**src/rtl/demux_pkg.sv**
```systemverilog
// demux_pkg: shared widths and slot state for the demux1x4_buf fan-out.
// Optional drain counters are enabled with DEMUX1X4_STATS_EN.
package demux_pkg;

    localparam int DATA_W = 32;
    localparam int SEL_W  = 2;
    localparam int NPORT  = 4;
    localparam int STAT_W = 16;

    typedef enum logic {
        SLOT_EMPTY = 1'b0,
        SLOT_FULL  = 1'b1
    } slot_st_t;

    function automatic logic [NPORT-1:0] sel_dec(
        input logic [SEL_W-1:0] s
    );
        logic [NPORT-1:0] oh;
        oh    = '0;
        oh[s] = 1'b1;
        return oh;
    endfunction

endpackage

```
**src/rtl/demux_slot.sv**
```systemverilog
// demux_slot: one-entry output buffer with valid/ready drain.
// DEMUX1X4_STATS_EN adds a wrapping drain counter with sync clear.
module demux_slot
    import demux_pkg::*;
(
    input  logic              clk,
    input  logic              rst,
    input  logic              load_i,
    input  logic [DATA_W-1:0] data_i,
    input  logic              ready_i,
    output logic              valid_o,
    output logic [DATA_W-1:0] data_o
`ifdef DEMUX1X4_STATS_EN
    ,
    input  logic              stat_clr_i,
    output logic [STAT_W-1:0] cnt_o
`endif
);

    slot_st_t          state_q, state_d;
    logic [DATA_W-1:0] data_q, data_d;
    logic              drain;

    assign drain   = (state_q == SLOT_FULL) && ready_i;
    assign valid_o = (state_q == SLOT_FULL);
    assign data_o  = data_q;

    always_ff @(posedge clk) begin
        if (rst) begin
            state_q <= SLOT_EMPTY;
            data_q  <= '0;
        end else begin
            state_q <= state_d;
            data_q  <= data_d;
        end
    end

    // A load while FULL only happens together with a drain (in_ready).
    always_comb begin
        state_d = state_q;
        data_d  = data_q;
        unique case (state_q)
            SLOT_EMPTY: if (load_i) state_d = SLOT_FULL;
            SLOT_FULL:  if (drain && !load_i) state_d = SLOT_EMPTY;
        endcase
        if (load_i) data_d = data_i;
    end

`ifdef DEMUX1X4_STATS_EN
    logic [STAT_W-1:0] cnt_q, cnt_d;

    always_comb begin
        cnt_d = cnt_q;
        if (stat_clr_i)
            cnt_d = '0;
        else if (drain)
            cnt_d = cnt_q + STAT_W'(1);
    end

    always_ff @(posedge clk) begin
        if (rst) cnt_q <= '0;
        else     cnt_q <= cnt_d;
    end

    assign cnt_o = cnt_q;
`endif

endmodule

```
**src/rtl/demux1x4_buf.sv**
```systemverilog
// demux1x4_buf: routes one stream to four buffered sinks by in_sel.
// Define DEMUX1X4_STATS_EN for per-port drain counters (stat_cnt/stat_clr).
module demux1x4_buf
    import demux_pkg::*;
(
    input  logic                    clk,
    input  logic                    rst,
    input  logic                    in_valid,
    output logic                    in_ready,
    input  logic [SEL_W-1:0]        in_sel,
    input  logic [DATA_W-1:0]       in_data,
    output logic [NPORT-1:0]        out_valid,
    input  logic [NPORT-1:0]        out_ready,
    output logic [NPORT*DATA_W-1:0] out_data
`ifdef DEMUX1X4_STATS_EN
    ,
    input  logic                    stat_clr,
    output logic [NPORT*STAT_W-1:0] stat_cnt
`endif
);

    logic             accept;
    logic [NPORT-1:0] load;

    // Only the addressed slot gates the producer.
    assign in_ready = !out_valid[in_sel] || out_ready[in_sel];
    assign accept   = in_valid && in_ready;
    assign load     = accept ? sel_dec(in_sel) : '0;

    for (genvar k = 0; k < NPORT; k++) begin : g_slot
        demux_slot u_slot (
            .clk        (clk),
            .rst        (rst),
            .load_i     (load[k]),
            .data_i     (in_data),
            .ready_i    (out_ready[k]),
            .valid_o    (out_valid[k]),
            .data_o     (out_data[k*DATA_W +: DATA_W])
`ifdef DEMUX1X4_STATS_EN
            ,
            .stat_clr_i (stat_clr),
            .cnt_o      (stat_cnt[k*STAT_W +: STAT_W])
`endif
        );
    end

endmodule

```
**config.mk**
```make
export PLATFORM = sky130hd
export DESIGN_NAME = demux1x4_buf
export DESIGN_NICKNAME = d
export VERILOG_FILES = /design/src/rtl/demux_pkg.sv /design/src/rtl/demux_slot.sv /design/src/rtl/demux1x4_buf.sv
export SDC_FILE = /design/constraint.sdc
export NUM_CORES = 1
export LEC_CHECK = 0
export CAP_MARGIN = 20
export CORE_ASPECT_RATIO = 0.9
export CORE_UTILIZATION = 49
export DETAILED_ROUTE_END_ITERATION = 10
export GPL_TIMING_DRIVEN = 0
export PLACE_DENSITY = 0.83
export SLEW_MARGIN = 20
export SYNTH_ARGS = -nofsm -noshare
export SYNTH_HDL_FRONTEND = slang
export SYNTH_SLANG_ARGS = --single-unit
```
**constraint.sdc**
```tcl
create_clock -name clk -period 3 [get_ports clk]
set_input_delay 0.45 -clock clk [delete_from_list [all_inputs] [get_ports clk]]
set_output_delay 0.45 -clock clk [all_outputs]
set_load 0.01 [all_outputs]
```
Word level (Yosys, flattened, before mapping). Index checks and enable logic that the tools add are counted.

Bits in registers: 132. Logic and storage cells: 49.

Magnitude comparators: 2. Multiplexer cells: 19. Bitwise logic cells: 4. Reductions and logical operators: 16.

Operators by type and width (number): $mux W1 (11); $logic_and A1 B1 Y1 (10); $pmux W1 S2 (4); $logic_not A1 Y1 (5); $bmux W1 S2 (2); $mux W4 (1); $not A1 Y1 (4); $lt A2 B3 Y1 const B (1); $demux W1 S2 (1); $ge A2 B1 Y1 const B (1); $logic_or A1 B1 Y1 (1).

Longest topological paths before layout.
Depth after elaboration: 10. Mapped depth: 6. Mapped depth without buffers: 3.

Modules after synthesis. A second synthesis with hierarchy kept.

Cells, all modules: 441. Area total of the unflattened synthesis: 4921.0 sq um.

By module, submodules not included: demux_slot (instances 4, cells each 108, area an instance 1204.9 sq um); demux1x4_buf (instances 1, cells each 9, area an instance 101.3 sq um).

Worst setup path after synthesis. Ideal clock, no wire load.

Kind: input to output. Start point: input port out_ready[3]. End point: output port in_ready. Data arrival time: 1.108 ns. Data required time: 2.550 ns. Slack: 1.442 ns. Cell stages on the path: 2. Cells stage by stage: nand2b_1 mux4_2.

Word-level cells in the longest chain between the ends: 3.

Ends and longest elaborated chain: start, declared (RTL line demux1x4_buf.sv:13) `input logic [NPORT-1:0] out_ready,`; $bmux W1 S2 (RTL line demux1x4_buf.sv:26) `assign in_ready = !out_valid[in_sel] || out_ready[in_sel];`; $mux W1 (not written as such) (RTL line demux1x4_buf.sv:26); $logic_or A1 B1 Y1 (RTL line demux1x4_buf.sv:26); end, declared (RTL line demux1x4_buf.sv:9) `output logic in_ready,`.

Every way passes these cells. The select of a mux whose other input is x is not followed.

Final worst setup path. Ends and elaborated chain as after synthesis.

==> out/qor.csv <==
metric,value,unit
Final GP Congestion,0.759,
layout cells sized above 1,7.23,%
cts repair resizes,0,
Pwr Density,568,nW/um^2
Max-Cap Viols,0,
failing checks,DRC,
crit path capture,in_ready,
worst reg2reg path depth,5,
startpoint type of the worst setup path,input pin,
final wirelength,14100,um
Placeable Area,10300,um^2
most common cell in the synthesized netlist,nand2b_1,
Met3 Wirelength,1040,um
gr ovfl total,0,
final setup vio count,0,
Cells after Synth,475,
Peak VDD IR,379,uV
Critical path buffers and inverters,2,
setup_tns,0,ps
DIE WIDTH,111,um
Worst path max stage delay,500,ps
first drt pass iteration count,7,
DRT iter0 DRCs,196,
CP arrival,2030,ps
Via Count,4029,
CP Launch Point,out_ready[3],
CTS tree,done,
vias per cell,4.99,
count of hold-fix buffers inserted at cts,0,
GRT Total Usage,25.7,%
final hold vios,0,
worst-path cell chain,clkdlybuf4s50_1 > nand2b_1 > mux4_2 > clkdlybuf4s50_1,
Post-synth EDFFs,0,
synthesized area,5240,um^2
RSZ-0062 raised after global routing,false,
die area,11100,um^2
Syn Nets,516,
slowest cell on the critical path,mux4_2,
Met2 Wirelength,6930,um
DRC,20,
WP depth,4,
vias in the first global route,4138,
commonest cells in the netlist,"164 x nand2b_1, 132 x dfxtp_1, 128 x mux2i_1",
area delta synth->final,47.2,%
first-pass GRT wire length,21700,um
# H-tree levels,4,
Post-synth ARST share,0,%
die height,100,um
"Top FF cell, synth",dfxtp_1,
status,finished with violations,
worst setup path category,input pin to output port,
Reg2Reg Setup Slack,1390,ps
Met1 Wirelength,5950,um
initial core utilization,50.7,%
Worst Hold Class,input pin to register,
Yosys warnings,0,
Setup Buffers After CTS,0,
pre-CTS WS,528,ps
Synth top area share,50.4,%
TritonCTS Buffers,17,
Rows,35,
fin crit share,82.8,%
antenna violations before repair,0,
CP Capture Type,output port,
Unique masters post-synth,17,
clock transition at the registers of the reported paths,60,ps
CTS sink count,132,
fin area,7710,um^2
placed cell areas,7110,um^2
end of the worst register-to-register path,g_slot[0].u_slot.data_o[30]$_SDFFE_PP0P_,
I/O Buffers,171,
post-DP HPWL,10100,um
syn avg cell area,11.0,um^2
Synth area leaders,"dfxtp_1 50%, mux2i_1 24%, nand2b_1 20%",
register area share after synthesis,50.4,%
leading area contributor after synthesis,dfxtp_1,
crit path max fanout,4,
clk root buf,clkbuf_16,
top sig layer,met4,
final core occ,74.6,%
leakage,0.00331,uW
clk_lat worst skew,410,ps
Worst Path Required,2550,ps
Nets,706,
R2R Path Start,g_slot[0].u_slot.valid_o$_SDFF_PP0_,
post-route setup slack,516,ps
pin count of the biggest net entering global routing,17,
Final Max Tran Viols,0,
normalized max-slew margin,42.9,%
final critical-path required period,2480,ps
WL/cell,17.5,um
f_max,403,MHz
Worst Max-Slew Pin Slew,850,ps
cell repeated most along the worst path,clkdlybuf4s50_1,
Fin Clk Skew,10.2,ps
I/O pin count,174,
worst hold slack,461,ps
Seq cells post-synth,132,
Longest Clk Path Bufs,2,
ANT nets after route,0,
"CP delay by family, top",buffers and inverters,
number of diodes,0,
worst min-delay path, cell delays in order:
cell and delay [ps]:
buf_6 90, nor3_1 130, mux2i_1 140
cell usage in the layout (no fill, tap or decap):
cell | netlist | final
and4_1 | 1 | 1
mux4_2 | 1 | 1
clkdlybuf4s50_1 | 0 | 171
or3_1 | 1 | 1
clkinv_4 | 0 | 4
mux2i_1 | 128 | 128
clkinvlp_4 | 0 | 2
clkbuf_8 | 0 | 2
dfxtp_1 | 132 | 132
nand2b_1 | 164 | 164
nand3_1 | 1 | 1
inv_6 | 0 | 4
nand4_1 | 1 | 1
nor2b_1 | 2 | 2
nand3b_1 | 1 | 1
buf_6 | 3 | 3
buf_2 | 9 | 9
buf_4 | 5 | 5
clkbuf_1 | 20 | 21
a21oi_1 | 4 | 4
nand2_1 | 1 | 1
bufinv_16 | 0 | 2
nor3_1 | 1 | 1
clkbuf_16 | 0 | 17
sequential cells by signal, summed over array words and instances, names as in the netlist:
signal	cells
g_slot.u_slot.data_o	128
g_slot.u_slot.valid_o	4
how the worst min path moves through the flow:
stage,depth (start not counted),startpoint,slack [ps],end
3_3_place_gp,2,g_slot[3].u_slot.data_o[19]$_SDFFE_PP0P_,460,g_slot[3].u_slot.data_o[19]$_SDFFE_PP0P_
5_1_grt,3,in_sel[1],480,g_slot[1].u_slot.data_o[29]$_SDFFE_PP0P_
4_1_cts,3,in_sel[1],450,g_slot[1].u_slot.data_o[27]$_SDFFE_PP0P_
3_5_place_dp,2,g_slot[0].u_slot.data_o[1]$_SDFFE_PP0P_,470,g_slot[0].u_slot.data_o[1]$_SDFFE_PP0P_
6_report,3,in_sel[1],460,g_slot[1].u_slot.data_o[27]$_SDFFE_PP0P_
2_1_floorplan,2,g_slot[1].u_slot.valid_o$_SDFF_PP0_,470,g_slot[1].u_slot.valid_o$_SDFF_PP0_
logic make-up (layout without fill, tap and decap cells):
| kind of cell | after synthesis | in the layout | synth area share (%) |
|---|---|---|---|
| and+or+nand+nor | 173 | 173 | 20.6 |
| DFF | 132 | 132 | 50.4 |
| muxes | 129 | 129 | 24.9 |
| buffers and inverters | 37 | 240 | 3.65 |
| AOI/OAI and AO/OA | 4 | 4 | 0.382 |
routing by layer:
metal | vias to the layer above | global-route usage, %
met2 | 128 | 45.1
met1 | 1938 | 29.2
met5 | - | 0
li1 | 1950 | -
met4 | 0 | 8.85
met3 | 13 | 8.94
report_power, final:
group          switching, uW  internal, uW  leakage (uW)  total (uW)
Combinational            194           250       0.00195         443
Clock                    804          1280      0.000288        2090
Sequential              35.2          1820       0.00107        1850
Total                   1030          3350       0.00331        4380
cell type report:
cell class	count	area, um^2
fillers	734	2620
clock inverters	12	145
well taps	129	161
flip-flops and latches	132	2640
repair buffers	171	1710
clock buffers	20	457
multi-input cells	306	2400
plain buffers	37	191
through the flow:
step / total power (uW) / cells
finish: 4380 / 807
global route: 4520 / 807
CTS: 4400 / 807
detailed placement: 2330 / 775
global placement: 2320 / 775
floorplan: 2100 / 475
Power figures use the tool's default switching activity.
